## src/rtl/fixed_point_pkg.sv

```systemverilog
// Shared fixed-point definitions: word format, saturation limits and divider FSM states.
package fixed_point_pkg;
  localparam int WORD_W = 16;
  localparam int FRAC   = WORD_W / 2;

  localparam logic [WORD_W-1:0] MAX_POS = {1'b0, {(WORD_W-1){1'b1}}};
  localparam logic [WORD_W-1:0] MAX_NEG = {1'b1, {(WORD_W-1){1'b0}}};

  typedef enum logic [1:0] {IDLE, CALC, FIX} div_state_t;
endpackage

```

## src/rtl/fixed_division_div_step.sv

```systemverilog
// One combinational restoring-division step: shift in a dividend bit, subtract if it fits.
module div_step #(
  parameter int W = 16
) (
  input  logic [W-1:0] rem_i,
  input  logic         bit_in_i,
  input  logic [W-1:0] divisor_i,
  output logic [W-1:0] rem_o,
  output logic         q_bit_o
);
  logic [W:0] trial;

  assign trial   = {rem_i, bit_in_i};
  assign q_bit_o = (trial >= {1'b0, divisor_i});
  // The remainder is always below the divisor, so the low W bits of the difference are exact.
  assign rem_o   = q_bit_o ? (trial[W-1:0] - divisor_i) : trial[W-1:0];
endmodule

```

## src/rtl/fixed_division.sv

```systemverilog
// Iterative signed Q(N/2).(N/2) divider: restoring division over 3N/2 cycles, then saturate and sign.
module fixed_division
  import fixed_point_pkg::*;
#(
  parameter int N = WORD_W
) (
  input  logic         clk,
  input  logic         rst,
  input  logic         start,
  input  logic [N-1:0] A,
  input  logic [N-1:0] B,
  output logic [N-1:0] Result,
  output logic         busy,
  output logic         done,
  output logic         div_zero,
  output logic         overflow
);
  localparam int QW = 3 * N / 2;
  localparam int CW = $clog2(QW + 1);
  localparam logic [QW-1:0] POS_LIM = QW'(MAX_POS);
  localparam logic [QW-1:0] NEG_LIM = QW'(MAX_NEG);

  function automatic logic [N-1:0] mag(input logic [N-1:0] x);
    return x[N-1] ? (~x + 1'b1) : x;
  endfunction

  div_state_t     state_q, state_d;
  logic [CW-1:0]  cnt_q, cnt_d;
  logic           busy_q, busy_d, done_q, done_d;
  logic           dz_q, dz_d, ovf_q, ovf_d;
  logic [N-1:0]   result_q, result_d;
  logic           load;

  logic [N-1:0]   a_q, b_q, divisor_q, rem_q;
  logic           neg_q;
  logic [QW-1:0]  dq_q;
  logic [N-1:0]   step_rem;
  logic           step_q;

  // Dividend bits leave from the top of dq_q while quotient bits enter at the bottom.
  div_step #(.W(N)) u_step (
    .rem_i    (rem_q),
    .bit_in_i (dq_q[QW-1]),
    .divisor_i(divisor_q),
    .rem_o    (step_rem),
    .q_bit_o  (step_q)
  );

  always_comb begin
    state_d  = state_q;
    cnt_d    = cnt_q;
    busy_d   = busy_q;
    done_d   = 1'b0;
    dz_d     = dz_q;
    ovf_d    = ovf_q;
    result_d = result_q;
    load     = 1'b0;
    unique case (state_q)
      IDLE: if (start) begin
        load    = 1'b1;
        state_d = CALC;
        cnt_d   = CW'(QW);
        busy_d  = 1'b1;
        dz_d    = 1'b0;
        ovf_d   = 1'b0;
      end
      CALC: begin
        cnt_d = cnt_q - 1'b1;
        if (cnt_q == CW'(1)) state_d = FIX;
      end
      FIX: begin
        state_d = IDLE;
        busy_d  = 1'b0;
        done_d  = 1'b1;
        if (b_q == '0) begin
          dz_d     = 1'b1;
          result_d = (a_q == '0) ? '0 : (a_q[N-1] ? MAX_NEG : MAX_POS);
        end else if (!neg_q && dq_q > POS_LIM) begin
          ovf_d    = 1'b1;
          result_d = MAX_POS;
        end else if (neg_q && dq_q > NEG_LIM) begin
          ovf_d    = 1'b1;
          result_d = MAX_NEG;
        end else begin
          result_d = neg_q ? -dq_q[N-1:0] : dq_q[N-1:0];
        end
      end
      default: state_d = IDLE;
    endcase
  end

  always_ff @(posedge clk or posedge rst) begin
    if (rst) begin
      state_q  <= IDLE;
      cnt_q    <= '0;
      busy_q   <= 1'b0;
      done_q   <= 1'b0;
      dz_q     <= 1'b0;
      ovf_q    <= 1'b0;
      result_q <= '0;
    end else begin
      state_q  <= state_d;
      cnt_q    <= cnt_d;
      busy_q   <= busy_d;
      done_q   <= done_d;
      dz_q     <= dz_d;
      ovf_q    <= ovf_d;
      result_q <= result_d;
    end
  end

  // Operand/iteration datapath: p0 latch on accept, then one restoring step per CALC cycle.
  always_ff @(posedge clk) begin
    if (load) begin
      a_q       <= A;
      b_q       <= B;
      neg_q     <= A[N-1] ^ B[N-1];
      divisor_q <= mag(B);
      rem_q     <= '0;
      dq_q      <= {mag(A), {(QW-N){1'b0}}};
    end else if (state_q == CALC) begin
      rem_q <= step_rem;
      dq_q  <= {dq_q[QW-2:0], step_q};
    end
  end

  assign Result   = result_q;
  assign busy     = busy_q;
  assign done     = done_q;
  assign div_zero = dz_q;
  assign overflow = ovf_q;
endmodule

```

## config.mk

```make
export PLATFORM = sky130hd
export DESIGN_NAME = fixed_division
export DESIGN_NICKNAME = d
export VERILOG_FILES = /design/src/rtl/fixed_point_pkg.sv /design/src/rtl/fixed_division_div_step.sv /design/src/rtl/fixed_division.sv
export SDC_FILE = /design/constraint.sdc
export NUM_CORES = 1
export LEC_CHECK = 0
export CAP_MARGIN = 20
export CORE_ASPECT_RATIO = 1.5
export CORE_MARGIN = 4
export CORE_UTILIZATION = 35
export CTS_BUF_LIST = sky130_fd_sc_hd__clkbuf_4
export DETAILED_ROUTE_END_ITERATION = 7
export SYNTH_ARGS = -nofsm -noshare
export SYNTH_HDL_FRONTEND = slang
export SYNTH_SLANG_ARGS = --single-unit
```

## constraint.sdc

```tcl
create_clock -name clk -period 8 [get_ports clk]
set_input_delay 1.6 -clock clk [delete_from_list [all_inputs] [get_ports clk]]
set_output_delay 1.6 -clock clk [all_outputs]
set_load 0.05 [all_outputs]
```

# After elaboration in Yosys (flattened, before gate mapping)
# Cells that the tools add are included.
dict set report totals {
  word_cells 76
  out_inout_bits 20
  regBits 116
  input_bits 35
}
dict set report classes {
  n_eq_ne 8
  mux 28
  n_addsub 5
  reduce_logical 14
  n_lt_le_gt_ge 3
  n_bitwise 3
}
# cell count
set ops {}
lappend ops {{16-bit 2-to-1 mux} 8}
lappend ops {{24-bit 2-to-1 mux} 2}
lappend ops {{16-bit by 1-bit adder with 16-bit output (second input constant)} 2}
lappend ops {{16-bit zero test} 2}
lappend ops {{16-bit NOT} 2}
lappend ops {{24-bit by 15-bit > comparator with 1-bit output (second input constant)} 1}
lappend ops {{24-bit by 16-bit > comparator with 1-bit output (second input constant)} 1}
lappend ops {{17-bit by 16-bit >= comparator with 1-bit output} 1}
lappend ops {{16-bit negator} 1}
lappend ops {{16-bit subtractor} 1}
lappend ops {{15-bit 2-to-1 mux} 1}
lappend ops {{5-bit case mux with 2 select lines} 1}
lappend ops {{1-bit 2-to-1 mux} 9}
lappend ops {{2-bit inequality test (second input constant)} 4}
lappend ops {{1-bit case mux with 2 select lines} 3}
lappend ops {{2-bit AND reduction} 3}
lappend ops {{2-bit nonzero test} 3}
lappend ops {{5-bit by 1-bit == test with 1-bit output (second input constant)} 1}
lappend ops {{5-bit 2-to-1 mux} 1}
lappend ops {{5-bit by 1-bit subtractor with 5-bit output (second input constant)} 1}
lappend ops {{2-bit 2-to-1 mux} 2}
lappend ops {{2-bit case mux with 2 select lines} 1}
lappend ops {{4-bit AND reduction} 1}
lappend ops {{3-bit inequality test (second input constant)} 1}
lappend ops {{other kinds (7)} 8}

# Logic depth before layout (Yosys ltp)
# Gate-level depths: netlist of the first run.
dict set report logic_depth {
  word_depth 6
  depth_mapped 11
  mapped_depth_nobuf 11
}

# Cells and area by module
# From an unflattened synthesis of the first run, not the netlist that was laid out.
dict set report hier_totals {
  cells_unflattened 648
  hier_area_um2 6454.9
}
# module area_per_inst_um2 seq_area_each_um2 n_inst cells_each
set by_module_without_submodules {}
lappend by_module_without_submodules {fixed_division 5290.1 3078.0 1 492}
lappend by_module_without_submodules {div_step 1164.9 0.0 1 156}

# Worst setup path after synthesis of the first run
# OpenSTA, ideal clock, no wires.
dict set report synth_path {
  kind {input to register}
  from {input port start}
  to {register dq_q[10], enable pin}
  required_time_ns 7.632
  setup_slack_ns 4.204
  n_path_buf 0
  stages 4
  setup_time_ns 0.368
  arrival_time_ns 3.428
  path_cell_list {nand3b_1 inv_1 nor2_1 inv_1}
}
dict set report synth_via {
  elab_chain_len 3
}
# element line_no
set synth_rtl {}
lappend synth_rtl {{start: declaration} fixed_division.sv:9} ;# input logic start,
lappend synth_rtl {{1-bit 2-to-1 mux} fixed_division.sv:59} ;# IDLE: if (start) begin
lappend synth_rtl {{1-bit 2-to-1 mux} fixed_division.sv:58} ;# unique case (state_q)
lappend synth_rtl {{net load} fixed_division.sv:32} ;# logic load;
lappend synth_rtl {{2-bit nonzero test (no source line)} n/a}
lappend synth_rtl {{end signal: assignment} fixed_division.sv:120} ;# dq_q <= {mag(A), {(QW-N){1'b0}}};
lappend synth_rtl {{end signal: assignment} fixed_division.sv:123} ;# dq_q <= {dq_q[QW-2:0], step_q};
lappend synth_rtl {{end: declaration} fixed_division.sv:36} ;# logic [QW-1:0] dq_q;
# The timed path passes the listed nets, and every way through them passes these cells.
# A chain may end at the register's enable or synchronous reset.

# Worst setup path after layout of the first run
dict set report layout_path {
  from {input port start}
  to {register dq_q[18], enable pin}
}
# Same word-level chain as after synthesis.

==> results.py, run 1 <==
metrics = {
    "detailed_routing": {
        "firstDrtPassIters": 5,
        "viasPerCell": 5.24,
        "wire_per_inst_um": 15.2,
        "drt_iter0_drc": 190,
        "routed_wl_mm": 13.4,
        "ant_nets": 0,
        "drc_errors": 0,
        "via_count": 4618,
    },
    "critical_path": {
        "reg2regPathDepth": 6,
        "worstPathCellList": "clkdlybuf4s50_1 -> nand3b_1 -> buf_4 -> inv_2 -> nor2_1 -> inv_1",
        "slowest_delay_ps": 920,
        "required_ps": 8120,
        "crit_slowest_cell": "nor2_1",
        "worst_path_dominant_cell_family": "buffers and inverters",
        "arrival_ps": 4400,
        "worst_r2r_endpoint": "dq_q[18]",
        "crit_type": "in -> reg",
        "path_buf_inv": 4,
        "reg2reg_from": "state_q[0]",
        "ff2ff_setup_slack_ps": 4780,
        "worst_setup_path_start_kind": "input port",
        "end_kind": "flip-flop",
        "worstPathMaxFanout": 52,
    },
    "cells_and_area": {
        "drive_above_1_share_pct": 7.01,
        "fin_cells": 881,
        "syn2layout_area_growth_pct": 17.7,
        "final_common_cell": "nand2_1",
        "most-common-layout-cells": "nand2_1, edfxtp_1, o21ai_0",
        "fin_area_um2": 7130,
        "nets": 714,
    },
    "place": {
        "place.gp.congestion": 0.865,
        "port-buffer-count": 54,
        "dp.final_hpwl_mm": 9.93,
        "dpl_cell_area_um2": 6780,
        "dp.cells": 846,
    },
    "pwr": {
        "leakage_nw": 2.75,
        "clockPowerShare_pct": 17.3,
        "seq_power_share_pct": 39.2,
        "pwr-share-comb_pct": 43.5,
        "power_density_nw_per_um2": 363,
        "vdd_drop_max_mv": 0.175,
        "p_switching_mw": 1.05,
        "swShare_pct": 40.7,
        "internal_power_mw": 1.54,
    },
    "clock_tree": {
        "numCtsBuffers": 17,
        "clock-sinks": 115,
        "clkTransAtPathRegs_ps": 110,
        "cts_buffer_depth": 2,
        "cts_resized": 0,
        "hold_buffers": 0,
        "htree_levels": 4,
        "root_buffer": "clkbuf_4",
        "insertion_delay_ps": 500,
        "cts_setup_buffers": 0,
        "cts_tree": "done",
    },
    "synthesis": {
        "muxShareOfSynthArea_pct": 2.48,
        "synth_area_um2": 6060,
        "synth.distinct_cells": 54,
        "synth_edf_count": 64,
        "synth_flop_cell": "edfxtp_1",
        "synth_nets": 660,
        "ys_async_sr_fraction_pct": 23.5,
        "synth_xor_area_share_pct": 7.23,
        "yosysSeqAreaShare_pct": 50.8,
        "yosysWarnings": 0,
        "synth_top_family_by_area": "simple AND/OR/NAND/NOR gates",
        "syn_inst": 603,
        "synth-adder-area-share_pct": 4.67,
        "syn-mean-instance-area_um2": 10.0,
        "synthSimpleGateAreaFrac_pct": 15.9,
        "synth_compound_gate_area_share_pct": 14.8,
        "ys_ff_latch": 115,
    },
    "grt": {
        "grt_overflow": 0,
        "grt_max_degree": 53,
        "first_global_vias": 4715,
        "grt_pass1_wl_mm": 22.6,
        "gr-usage-all-layers_pct": 14.5,
        "antenna_found_initial": 1,
    },
    "worst_hold_path": {
        "hold_path_class": "reg -> reg",
        "min_to": "div_zero",
        "min_from": "div_zero",
        "holdPathStages": 2,
    },
    "floorplanning": {
        "die_x_um": 115,
        "core_area_um2": 16900,
        "start_util_pct": 35.8,
        "die-area_um2": 19500,
        "die_y_um": 169,
        "io_pins": 55,
        "rows": 58,
    },
    "status": {
        "status": "finished, final reports clean",
    },
    "sta": {
        "period_share_pct": 53.6,
        "finClkSkew_ps": 15.8,
        "setup_viol": 0,
        "relSlewSlack_pct": 30.8,
        "hold_viol": 0,
        "fin_crit_ps": 4290,
        "worstMarginPinSlew_ps": 1040,
        "setup_tns_ps": 0,
        "fmax_ghz": 0.233,
        "rsz0062_at_grt": "false",
        "finalMaxSlewViolations": 0,
    },
    "flow_run": {
        "drv_cap": 0,
    },
}
Yosys cell counts, types with 8 or more instances:
cell type,instances,area [um^2]
inv_1,35,131
o31ai_1,11,82.6
nor2_1,39,146
clkbuf_1,19,71.3
a21o_1,9,67.6
a21oi_1,31,155
mux2i_1,15,150
nor3_1,10,50.1
dfrtp_1,27,676
ha_1,21,263
dfxtp_1,24,480
xnor2_1,33,289
nand3_1,20,100
o21ai_0,58,290
xor2_1,17,149
nand2_1,75,282
nor2b_1,8,50.1
edfxtp_1,64,1920
nor4_1,14,87.6
worst register-to-register path, cell delays in order (launching register included):
cell	delay (ps)
dfrtp_1	380
inv_1	90
nand3b_1	90
buf_4	300
inv_2	460
nor2_1	920
inv_1	590
worst max-delay path by stage:
stage / from / endpoint / slack (ps) / depth (start not counted)
global route: start / dq_q[0] / 3430 / 7
CTS: start / dq_q[0] / 3720 / 7
finish: start / dq_q[18] / 3710 / 6
detailed placement: start / dq_q[10] / 3170 / 6
floorplan: start / dq_q[10] / 4200 / 4
global placement: start / dq_q[12] / 3310 / 6
through the flow:
stage               setup WS (ps)  util, %  power (mW)  hold slack (ps)
floorplan                    4200        -        1.84              446
finish                       3710     42.1        2.59              499
detailed placement           3170     40.1        2.14              482
CTS                          3720     41.8        2.59              498
global placement             3310     40.1        2.10              468
global route                 3430     42.1        2.79              500
final cells by class:
type / count / area [um^2]
tap: 210 / 263
timing repair buffer: 60 / 626
antenna: 1 / 2.50
clock inverter: 15 / 165
inverter: 35 / 131
sequential: 115 / 3080
fill: 1662 / 9780
multi-input combinational: 428 / 2730
clock buffer: 17 / 128
power by group through the flow:
stage	Sequential, mW	Combinational [mW]	Clock [mW]
2_1_floorplan	1.09	0.751	0
3_3_place_gp	1.01	1.08	0
3_5_place_dp	1.03	1.11	0
4_1_cts	1.01	1.12	0.464
5_1_grt	1.04	1.26	0.489
6_report	1.01	1.13	0.448
routing by layer:
layer | wire length (um) | up-vias | track usage (%)
met5 | 0 | - | 0
met4 | 312 | 0 | 6.38
met3 | 461 | 24 | 3.08
met2 | 7110 | 100 | 25.6
met1 | 5460 | 2215 | 16.5
li1 | - | 2279 | -
registers in the layout, indices dropped and copies added, names as in the netlist, 2 cells and up:
register	cells
cnt_q	5
Result	16
b_q	16
state_q	2
a_q	16
dq_q	24
rem_q	16
divisor_q	15
kinds of logic after synthesis:
family / Yosys count
compound gates: 146
xor+xnor: 50
fa+ha+maj: 22
buf+inv: 60
flops: 115
mux: 15
simple gates: 195
No activity file was read; power rests on OpenSTA's default activity.
==> run 2: changes to the inputs <==
clock period = 3.77 ns   (was 8 ns; I/O delays follow)
==> run 2 against run 1 <==
Cell area grew 0.56%. Critical endpoint is now rem_q[14]. Cell count rose by 0.23%. Critical path type is now reg -> reg. Sequential share of layout area is 0.24 points lower. Wire length decreased by 1.4%.
==> results.py, run 2 (same netlist as run 1, synthesis figures left out) <==
metrics = {
    "sta": {
        "period_share_pct": 79.4,
        "fmax_ghz": 0.334,
        "relSlewSlack_pct": 47.2,
        "setup_tns_ps": 0,
        "timing.hold.ws_ps": 500,
        "fin_crit_ps": 2990,
        "finalMaxSlewViolations": 0,
        "worstMarginPinSlew_ps": 789,
        "finClkSkew_ps": 22.2,
        "rsz0062_at_grt": "false",
        "hold_viol": 0,
        "final.setup.worst_slack_ps": 775,
        "setup_viol": 0,
    },
    "cells_and_area": {
        "most-common-layout-cells": "nand2_1, edfxtp_1, o21ai_0",
        "syn2layout_area_growth_pct": 18.3,
        "largest-register": "dq_q",
        "nets": 716,
        "fin_area_um2": 7170,
        "final_common_cell": "nand2_1",
        "seqCellArea_um2": 3080,
        "largest_reg_flops": 24,
        "fin_cells": 883,
        "drive_above_1_share_pct": 7.29,
        "multi_input_area_um2": 2730,
        "fin_util_pct": 42.4,
        "fillerInstances": 1669,
    },
    "critical_path": {
        "crit_type": "reg -> reg",
        "arrival_ps": 3360,
        "end_kind": "flip-flop",
        "worstPathMaxFanout": 3,
        "required_ps": 4140,
        "worst_setup_path_start_kind": "flip-flop",
    },
    "grt": {
        "first_global_vias": 4641,
        "gr-usage-all-layers_pct": 14.1,
        "antenna_found_initial": 1,
        "grt_pass1_wl_mm": 22.1,
        "grt_overflow": 0,
        "grt_max_degree": 52,
    },
    "detailed_routing": {
        "routed_wl_mm": 13.2,
        "ant_nets": 0,
        "drt_iter0_drc": 232,
        "viasPerCell": 5.20,
        "via_count": 4595,
        "drc_errors": 0,
        "firstDrtPassIters": 4,
        "wire_per_inst_um": 14.9,
    },
    "pwr": {
        "power_density_nw_per_um2": 779,
        "vdd_drop_max_mv": 0.329,
        "leakage_nw": 2.77,
        "power_mw": 5.58,
    },
    "clock_tree": {
        "clock-sinks": 115,
        "cts_setup_buffers": 0,
        "htree_levels": 4,
        "hold_buffers": 0,
        "root_buffer": "clkbuf_4",
        "insertion_delay_ps": 510,
        "cts_buffer_depth": 2,
        "numCtsBuffers": 17,
        "cts_resized": 0,
        "clkTransAtPathRegs_ps": 110,
        "cts_tree": "done",
    },
    "status": {
        "status": "finished, final reports clean",
    },
    "place": {
        "place.gp.congestion": 0.836,
        "place_ws_ps": 528,
        "port-buffer-count": 54,
        "dp.cells": 847,
        "dpl_cell_area_um2": 6780,
        "dp.final_hpwl_mm": 9.69,
    },
    "floorplanning": {
        "core_area_um2": 16900,
        "io_pins": 55,
        "die-area_um2": 19500,
        "die_y_um": 169,
        "start_util_pct": 35.8,
        "die_x_um": 115,
        "rows": 58,
    },
    "worst_hold_path": {
        "hold_path_class": "reg -> reg",
    },
    "flow_run": {
        "drv_cap": 0,
    },
}
run 2: critical path: stages, from the launching register on:
cell	delay (ps)
edfxtp_1	360
inv_1	90
ha_1	220
fa_1	410
nor2b_1	120
o21ai_0	100
a21oi_1	230
nor2_1	110
o21ai_0	400
nor2_1	90
a2111oi_0	600
o31ai_1	130
run 2: power by group:
group	internal [mW]	switching, mW
combinational	0.992	1.39
clock	0.534	0.524
sequential	1.81	0.330
run 2: area by class of cell:
cell class                 count  area share [%]
clock inverter                15            2.83
multi-input combinational    428            38.1
clock buffer                  17            1.78
tap                          210            3.67
antenna                        1          0.0349
inverter                      35            1.83
timing repair buffer          62            8.77
sequential                   115            43.0
run 2: final timing paths:
kind,from,endpoint,slack [ps],depth (start not counted)
min in group asynchronous,rst,state_q[0],530,2
worst max register to register,dq_q[23],rem_q[14],780,11
worst max-delay path,dq_q[23],rem_q[14],780,11
worst min-delay path,cnt_q[4],cnt_q[4],500,1
worst min register to register,cnt_q[4],cnt_q[4],500,1
max in group asynchronous,rst,Result[3],2830,3
run 2: layer usage:
layer	vias to the layer above	global-route usage (%)	wire [um]
li1	2290	-	-
met1	2209	15.9	5470
met2	82	25.1	7010
met3	14	2.79	406
met4	0	6.44	290
met5	-	0	0
==> run 3: changes to the inputs <==
clock period = 3 ns   (was 3.77 ns; I/O delays follow)
==> run 3 against run 2 <==
Critical path depth unchanged. Maximum frequency increased by 4.2%. Cell area increased by 1.4%. Combinational power increased by 28%. Clock power increased by 32%. Wire length increased by 1.1%. First-iteration DRC count decreased by 35%. Power increased by 28%. Worst hold slack got worse by 180 ps. Sequential cell count unchanged. Cell count increased by 1.1%. Worst setup slack got worse by 650 ps. Critical endpoint unchanged.
==> results.py, run 3 (same netlist as run 1, synthesis figures left out) <==
metrics = {
    "floorplanning": {
        "die_y_um": 169,
        "die_x_um": 115,
        "core_area_um2": 16900,
        "rows": 58,
        "start_util_pct": 35.8,
        "io_pins": 55,
        "die-area_um2": 19500,
    },
    "grt": {
        "gr-usage-all-layers_pct": 14.4,
        "first_global_vias": 4732,
        "grt_overflow": 0,
        "antenna_found_initial": 1,
        "grt_pass1_wl_mm": 22.6,
        "grt_max_degree": 52,
    },
    "detailed_routing": {
        "via_count": 4582,
        "ant_nets": 0,
        "drt_iter0_drc": 150,
        "firstDrtPassIters": 6,
        "drc_errors": 0,
        "wire_per_inst_um": 14.9,
        "routed_wl_mm": 13.3,
        "viasPerCell": 5.13,
    },
    "status": {
        "status": "finished, final reports clean",
    },
    "critical_path": {
        "crit_slowest_cell": "a2111oi_1",
        "arrival_ps": 3240,
        "crit_type": "reg -> reg",
        "required_ps": 3370,
        "worst_path_dominant_cell_family": "compound AO/OA/AOI/OAI gates",
        "slowest_delay_ps": 590,
        "worstPathMaxFanout": 2,
        "end_kind": "flip-flop",
        "worst_setup_path_start_kind": "flip-flop",
        "path_buf_inv": 1,
        "worstPathCellList": "inv_1 -> ha_1 -> fa_1 -> nor2b_1 -> o21ai_0 -> a21oi_1 -> nor2_1 -> o21ai_0 -> nor2_1 -> a2111oi_1 -> o31ai_1",
    },
    "worst_hold_path": {
        "hold_path_class": "in -> async",
    },
    "cells_and_area": {
        "syn2layout_area_growth_pct": 19.9,
        "most-common-layout-cells": "nand2_1, edfxtp_1, o21ai_0",
        "largest_reg_flops": 24,
        "fin_cells": 893,
        "nets": 726,
        "drive_above_1_share_pct": 8.50,
        "final_common_cell": "nand2_1",
        "largest-register": "dq_q",
    },
    "clock_tree": {
        "cts_setup_buffers": 0,
        "hold_buffers": 0,
        "clkTransAtPathRegs_ps": 100,
        "htree_levels": 4,
        "cts_tree": "done",
        "numCtsBuffers": 17,
        "insertion_delay_ps": 510,
        "cts_buffer_depth": 2,
        "root_buffer": "clkbuf_4",
        "clock-sinks": 115,
    },
    "pwr": {
        "power_density_nw_per_um2": 985,
        "leakage_nw": 2.84,
        "vdd_drop_max_mv": 0.385,
    },
    "sta": {
        "relSlewSlack_pct": 50.7,
        "final.setup.worst_slack_ps": 127,
        "worstMarginPinSlew_ps": 736,
        "setup_viol": 0,
        "period_share_pct": 95.8,
        "hold_viol": 0,
        "timing.hold.ws_ps": 317,
        "fin_crit_ps": 2870,
        "fmax_ghz": 0.348,
        "setup_tns_ps": 0,
        "finalMaxSlewViolations": 0,
        "finClkSkew_ps": 21.4,
    },
    "place": {
        "place.gp.congestion": 0.830,
        "port-buffer-count": 54,
        "place_ws_ps": 66.8,
        "dp.cells": 859,
        "dp.final_hpwl_mm": 9.99,
    },
    "flow_run": {
        "drv_cap": 0,
    },
}
## run 3: cell types whose count changed in the layout (fill, tap and decap cells not counted), sizes merged
| cell | before | now |
|---|---|---|
| buf | 8 | 18 |
| clkbuf | 17 | 20 |
| clkinvlp | 2 | 0 |
| inv | 41 | 39 |
| bufinv | 4 | 5 |
## run 3: cell type report
cell class	instances	area (um^2)
antenna	1	2.50
clock buffer	20	150
clock inverter	12	201
fill	1664	9650
inverter	35	131
multi-input combinational	428	2730
sequential	115	3080
tap	210	263
timing repair buffer	72	703
## run 3: metal layers
metal  global-route usage [%]  part of all wire, %  wire length, um
met5                        0                    0                0
met4                     6.23                  2.6              349
met3                     2.40                  2.5              331
met2                     25.3                   53             7030
met1                     17.1                   42             5600
## run 3: timing repair
action	in CTS	in global routing
endpoints found under the setup margin	0	1
resized for setup	0	1
hold endpoints to repair	0	0
## run 3: path summary, 6_finish.rpt
| path | start | endpoint | slack (ps) | depth (start not counted) |
|---|---|---|---|---|
| setup / recovery | dq_q[23] | rem_q[14] | 130 | 11 |
| hold / removal | rst | cnt_q[2] | 320 | 2 |
| setup reg to reg | dq_q[23] | rem_q[14] | 130 | 11 |
| hold reg to reg | cnt_q[4] | cnt_q[4] | 500 | 1 |
| max in group asynchronous | rst | Result[15] | 2300 | 3 |
| min in group clk | cnt_q[4] | cnt_q[4] | 500 | 1 |
## run 3: power breakdown
| group | switching, mW | internal, mW |
|---|---|---|
| logic | 1.77 | 1.28 |
| registers | 0.425 | 2.27 |
| clock network | 0.618 | 0.780 |
| total | 2.82 | 4.33 |
## run 3: per-stage QoR
stage	utilization, %	instance area (um^2)	power, mW
global route	43.0	7260	7.69
global placement	40.6	6870	5.66
finish	43.0	7260	7.15
detailed placement	40.7	6880	5.79
floorplan	-	6060	4.92
CTS	42.8	7230	7.21
